===== src/rtl/cail_param_arbiter.sv =====
// Round-robin arbiter sharing the single calibration parameter store port
// between the host (read/write) and the measurement engine (read only).
module cail_param_arbiter #(
    parameter int CH_W   = 4,
    parameter int TYPE_W = 2,
    parameter int DATA_W = 32,
    parameter int RD_LAT = 2
) (
    input  logic              clk,
    input  logic              rst,
    input  logic              a_req,
    input  logic              a_we,
    input  logic [CH_W-1:0]   a_ch,
    input  logic [TYPE_W-1:0] a_type,
    input  logic [DATA_W-1:0] a_wdata,
    output logic              a_ack,
    output logic [DATA_W-1:0] a_rdata,
    input  logic              b_req,
    input  logic [CH_W-1:0]   b_ch,
    input  logic [TYPE_W-1:0] b_type,
    output logic              b_ack,
    output logic [DATA_W-1:0] b_rdata,
    output logic              wr_req,
    output logic              rd_req,
    output logic [CH_W-1:0]   ch,
    output logic [TYPE_W-1:0] ptype,
    output logic [DATA_W-1:0] in_data,
    input  logic [DATA_W-1:0] result,
    output logic              busy,
    output logic              grant_b
);

    localparam int CNT_W = (RD_LAT < 2) ? 1 : $clog2(RD_LAT + 1);

    typedef enum logic [1:0] {
        S_IDLE,
        S_ISSUE,
        S_WAIT,
        S_DONE
    } state_t;

    state_t              state_q;
    logic [CNT_W-1:0]    cnt_q;
    logic                we_q;
    logic                last_b_q;
    logic                grant_b_q;
    logic                busy_q;
    logic                wr_req_q;
    logic                rd_req_q;
    logic                a_ack_q;
    logic                b_ack_q;
    logic [CH_W-1:0]     ch_q;
    logic [TYPE_W-1:0]   type_q;
    logic [DATA_W-1:0]   wdata_q;
    logic [DATA_W-1:0]   a_rdata_q;
    logic [DATA_W-1:0]   b_rdata_q;
    logic                grant_b_d;

    // On a tie, serve whichever requester was not served last.
    assign grant_b_d = b_req && (!a_req || !last_b_q);

    always_ff @(posedge clk or posedge rst) begin
        if (rst) begin
            state_q   <= S_IDLE;
            cnt_q     <= '0;
            we_q      <= 1'b0;
            last_b_q  <= 1'b1;
            grant_b_q <= 1'b0;
            busy_q    <= 1'b0;
            wr_req_q  <= 1'b0;
            rd_req_q  <= 1'b0;
            a_ack_q   <= 1'b0;
            b_ack_q   <= 1'b0;
            ch_q      <= '0;
            type_q    <= '0;
            wdata_q   <= '0;
            a_rdata_q <= '0;
            b_rdata_q <= '0;
        end else begin
            wr_req_q <= 1'b0;
            rd_req_q <= 1'b0;
            a_ack_q  <= 1'b0;
            b_ack_q  <= 1'b0;
            case (state_q)
                S_IDLE: begin
                    if (a_req || b_req) begin
                        grant_b_q <= grant_b_d;
                        we_q      <= !grant_b_d && a_we;
                        ch_q      <= grant_b_d ? b_ch : a_ch;
                        type_q    <= grant_b_d ? b_type : a_type;
                        if (!grant_b_d)
                            wdata_q <= a_wdata;
                        wr_req_q  <= !grant_b_d && a_we;
                        rd_req_q  <= grant_b_d || !a_we;
                        busy_q    <= 1'b1;
                        state_q   <= S_ISSUE;
                    end
                end
                S_ISSUE: begin
                    if (we_q) begin
                        a_ack_q <= !grant_b_q;
                        b_ack_q <= grant_b_q;
                        state_q <= S_DONE;
                    end else begin
                        cnt_q   <= CNT_W'(RD_LAT);
                        state_q <= S_WAIT;
                    end
                end
                S_WAIT: begin
                    cnt_q <= cnt_q - CNT_W'(1);
                    if (cnt_q == CNT_W'(1)) begin
                        if (grant_b_q)
                            b_rdata_q <= result;
                        else
                            a_rdata_q <= result;
                        a_ack_q <= !grant_b_q;
                        b_ack_q <= grant_b_q;
                        state_q <= S_DONE;
                    end
                end
                S_DONE: begin
                    last_b_q <= grant_b_q;
                    busy_q   <= 1'b0;
                    state_q  <= S_IDLE;
                end
                default: state_q <= S_IDLE;
            endcase
        end
    end

    assign wr_req  = wr_req_q;
    assign rd_req  = rd_req_q;
    assign ch      = ch_q;
    assign ptype   = type_q;
    assign in_data = wdata_q;
    assign a_ack   = a_ack_q;
    assign b_ack   = b_ack_q;
    assign a_rdata = a_rdata_q;
    assign b_rdata = b_rdata_q;
    assign busy    = busy_q;
    assign grant_b = grant_b_q;

endmodule


===== config.mk =====
export PLATFORM = sky130hd
export DESIGN_NAME = cail_param_arbiter
export DESIGN_NICKNAME = d
export VERILOG_FILES = /design/src/rtl/cail_param_arbiter.sv
export SDC_FILE = /design/constraint.sdc
export NUM_CORES = 1
export LEC_CHECK = 0
export ABC_AREA = 1
export BUFFER_PORTS_ARGS = -buffer_cell sky130_fd_sc_hd__buf_4
export CAP_MARGIN = 20
export CORE_MARGIN = 4
export CORE_UTILIZATION = 45
export DETAILED_ROUTE_END_ITERATION = 10
export PLACE_DENSITY = 0.8
export SETUP_SLACK_MARGIN = 0.5
export SLEW_MARGIN = 20
export SYNTH_ARGS = -nofsm -noshare
export SYNTH_HDL_FRONTEND = slang
export SYNTH_SLANG_ARGS = --single-unit

===== constraint.sdc =====
create_clock -name clk -period 4.54 [get_ports clk]
set_clock_uncertainty 0.1 [all_clocks]
set_input_delay 0.227 -clock clk [delete_from_list [all_inputs] [get_ports clk]]
set_output_delay 0.227 -clock clk [all_outputs]
set_load 0.03 [all_outputs]

==> flow_results.org <==
** Min path
- Terminating pin of the worst hold path :: wr_req$_DFF_PP0_
- The path class of the tightest hold or removal check is input port to register.
- The worst hold path begins at a_req.
- Counting instances, the worst hold path has a depth of 3.

** Finish
- Core utilization of the finished layout :: 75.6%
- The finished cells cover 7430 sq um.
- In the layout the commonest cells are buf_4, nand2_1, dfrtp_1.
- For this run, the number of standard cells in the final layout without fillers is 885.
- Leaving out fill and tap cells, the most frequent cell in the layout is buf_4.
- Count of nets after finishing :: 824
- Of the cells placed in the final design, the portion with a size suffix greater than 1 is 31.6%.
- Relative to the synthesized area, the layout overhead comes to 62.6%.

** Synth
- Post-synthesis instance area :: 4570 sq um
- Counting every net in the synthesized netlist gives 561.
- Yosys printed 0 warnings.
- Sequential elements use 62.5% of the synthesized area.
- Distinct cells, synth :: 24
- Synthesized area divided by synthesized cell count :: 9.62 sq um
- FF+latch count, synth :: 114
- Post-synthesis instance total :: 475

** Setup path
- Biggest fanout along the worst timing path :: 42
- Startpoint of the most critical register-to-register path :: state_q[0]$_DFFE_PP0P_
- The worst setup path is of the register to register kind.
- Kind of end point of the critical path :: register
- Arrival @ worst endpoint :: 2.88 ns
- Data on the critical path is required at its endpoint by 4.88 ns.
- The critical path starts at state_q[0]$_DFFE_PP0P_.
- End of the worst register-to-register path :: ch[0]$_DFFE_PP0P_
- Flop2flop setup slack :: 2.00 ns
- Counting cells, the worst reg-to-reg path comes to 7.
- STA classifies the critical path startpoint as a register.

** Placement
- Input and output buffers added on the ports amount to 188.
- Timing analysis after detailed placement gives a worst setup slack of 2.27 ns.
- The placed instances occupy a cell area of 6010 sq um.
- At the end of routability-driven placement, the weighted congestion stood at 0.748.
- In this run, placement finished with an instance count of 774.
- Once detailed placement completed, the half-perimeter wirelength came to 8370 microns.

** Detailed routing
- Count of TritonRoute iterations in the first routing pass :: 5
- After the first detailed-routing iteration, the DRC count stood at 249.
- Routed WL :: 13,600 microns
- For this run, design rule violations remaining after detail routing come to 0.
- Wire per inst :: 15.3 microns
- In this run the remaining antenna-violating nets after routing total 0.
- Total number of vias :: 4,323
- Vias per std cell :: 4.88

** Timing
- Setup repair after global routing left no endpoint under its margin.
- Static timing analysis puts the maximum clock frequency at 394 MHz.
- At the pin with the least slew margin, the transition time is 0.715 ns.
- Relative max-transition margin :: 52.4%
- The tightest hold path in the finished design has a slack of 0.0470 ns.
- After layout, the worst path uses 56.0% of the clock period.
- In the post-route analysis, the smallest setup slack over all paths is 2.00 ns.
- The routed design could run at a clock period as short as 2.54 ns.
- Final TNS setup :: 0 ns
- Endpoints failing hold :: 0
- The final-report max-slew violation count was 0.
- Final count of negative-setup-slack endpoints :: 0

** Global route
- Initial antenna violation count :: 1
- The first global-routing pass estimated 21,300 microns of wire.
- Vias in the first global route :: 4,439
- For this run the aggregate overflow at the end of global routing stands at 0.
- Global-route usage over all layers :: 23.5%
- Largest net degree at the start of global routing :: 65

** Power
- The share of total power dissipated in combinational logic is 44.4%.
- The worst-case IR drop observed on VDD is 0.000395 V.
- Share of power burned in registers :: 30.8%
- Static leakage power :: 3.92 nW
- Clock network fraction of total power :: 24.8%
- Switching Share :: 41.2%
- Power per cell area :: 772 nW/um^2
- Switching power :: 2.36 mW
- Overall power of the completed layout :: 5.73 mW
- Internal power comes to 3.37 mW.

** Die
- In this run the core area contains 36 standard-cell rows.
- Measured along the y axis, the die boundary spans 109 microns.
- Die outline area :: 11,800 sq um
- IO Pins :: 189
- Effective utilization at floorplan :: 46.5%
- The region available for standard cell placement spans 9820 sq um.
- In this run the horizontal extent of the chip is 109 microns.

** CTS
- Hold Buf Count CTS :: 78
- Level count of the clock H-tree :: 4
- The clock drives 114 sinks.
- Post-CTS repair changed the size of 0 cells.
- Clock tree from TritonCTS :: yes
- After clock tree synthesis, the setup repair step added 0 buffers.
- Number of buffers created by CTS :: 17
- In this run the deepest clock path goes through 2 buffers.
- Clock-pin slew was measured on the worst setup and hold paths at 0.05 ns.
- Insertion delay of the later-clocked pin in the worst-skew pair :: 0.51 ns
- The root buffer cell chosen for the clock tree is clkbuf_8.

** Flow run
- Max-cap violations :: 0

** Status
- The run finished with clean final reports.
[cells in the mapped netlist]
master	number	area, sq um
nor3_1	2	10.0
o21ai_1	64	320
a21oi_1	2	10.0
nand2_4	4	45.0
o21ai_2	1	8.76
dfstp_2	1	26.3
buf_4	7	52.6
nor2_2	1	6.26
clkbuf_1	2	7.51
o21ai_0	7	35.0
dfrtp_1	113	2830
buf_2	12	60.1
ha_1	5	62.6
nand2_1	144	541
buf_6	4	45.0
nand3_1	47	235
nand3_2	2	20.0
inv_2	2	7.51
nor2_1	3	11.3
nor2_4	1	11.3
nand4_1	6	37.5
nand2_2	1	6.26
nor2_8	1	20.0
inv_1	43	161
[how the worst max path moves through the flow]
stage	end	slack, ns	cells past startpoint
2_1_floorplan	a_ack$_DFF_PP0_	1.20	1
3_3_place_gp	in_data[6]$_DFFE_PP0P_	2.37	7
3_5_place_dp	in_data[8]$_DFFE_PP0P_	2.27	7
4_1_cts	ptype[0]$_DFFE_PP0P_	2.07	7
5_1_grt	ch[0]$_DFFE_PP0P_	1.85	7
6_report	ch[0]$_DFFE_PP0P_	2.00	7
[power groups by stage]
| stage | clock network, mW | logic, mW | registers, mW |
|---|---|---|---|
| detailed placement | 0 | 2.43 | 1.75 |
| global placement | 0 | 2.37 | 1.74 |
| finish | 1.42 | 2.55 | 1.76 |
| global route | 1.49 | 2.74 | 1.81 |
| CTS | 1.44 | 2.54 | 1.75 |
| floorplan | 0 | 0.707 | 2.55 |
[routing by layer]
metal / routed length [microns] / global-route usage (%)
met5: 0 / 0
met4: 541 / 13.7
met3: 770 / 5.98
met2: 7300 / 41.6
met1: 4960 / 25.3
[sequential cells by signal, indices dropped and copies added (netlist names)]
name      flops
state_q       2
rd_req        1
b_rdata      32
wr_req        1
ch            4
cnt_q         2
b_ack         1
busy          1
in_data      32
ptype         2
we_q          1
grant_b       1
a_ack         1
a_rdata      32
last_b_q      1
[cell families after synthesis]
group           synth area share, %
compound gates                 8.19
fa+ha+maj                      1.37
buf+inv                        7.31
flops                          62.5
simple gates                   20.7
[cell type report]
type                            count  area (sq um)
Sequential cell                   114          2850
Timing Repair Buffer              269          2210
Tap cell                          133           166
Inverter                           45           171
Clock inverter                     13           208
Clock buffer                       19           432
Antenna cell                        1          2.50
Fill cell                         621          2390
Multi-Input combinational cell    291          1380
[critical path: stages (launching register included)]
cell and delay (ns):
dfrtp_1 0.43, inv_1 0.12, ha_1 0.36, inv_2 0.12, nor2_8 0.47, nand3_1 0.20
nand3_1 0.11, dlygate4sd3_1 0.55
(Power assumes the default switching activity.)
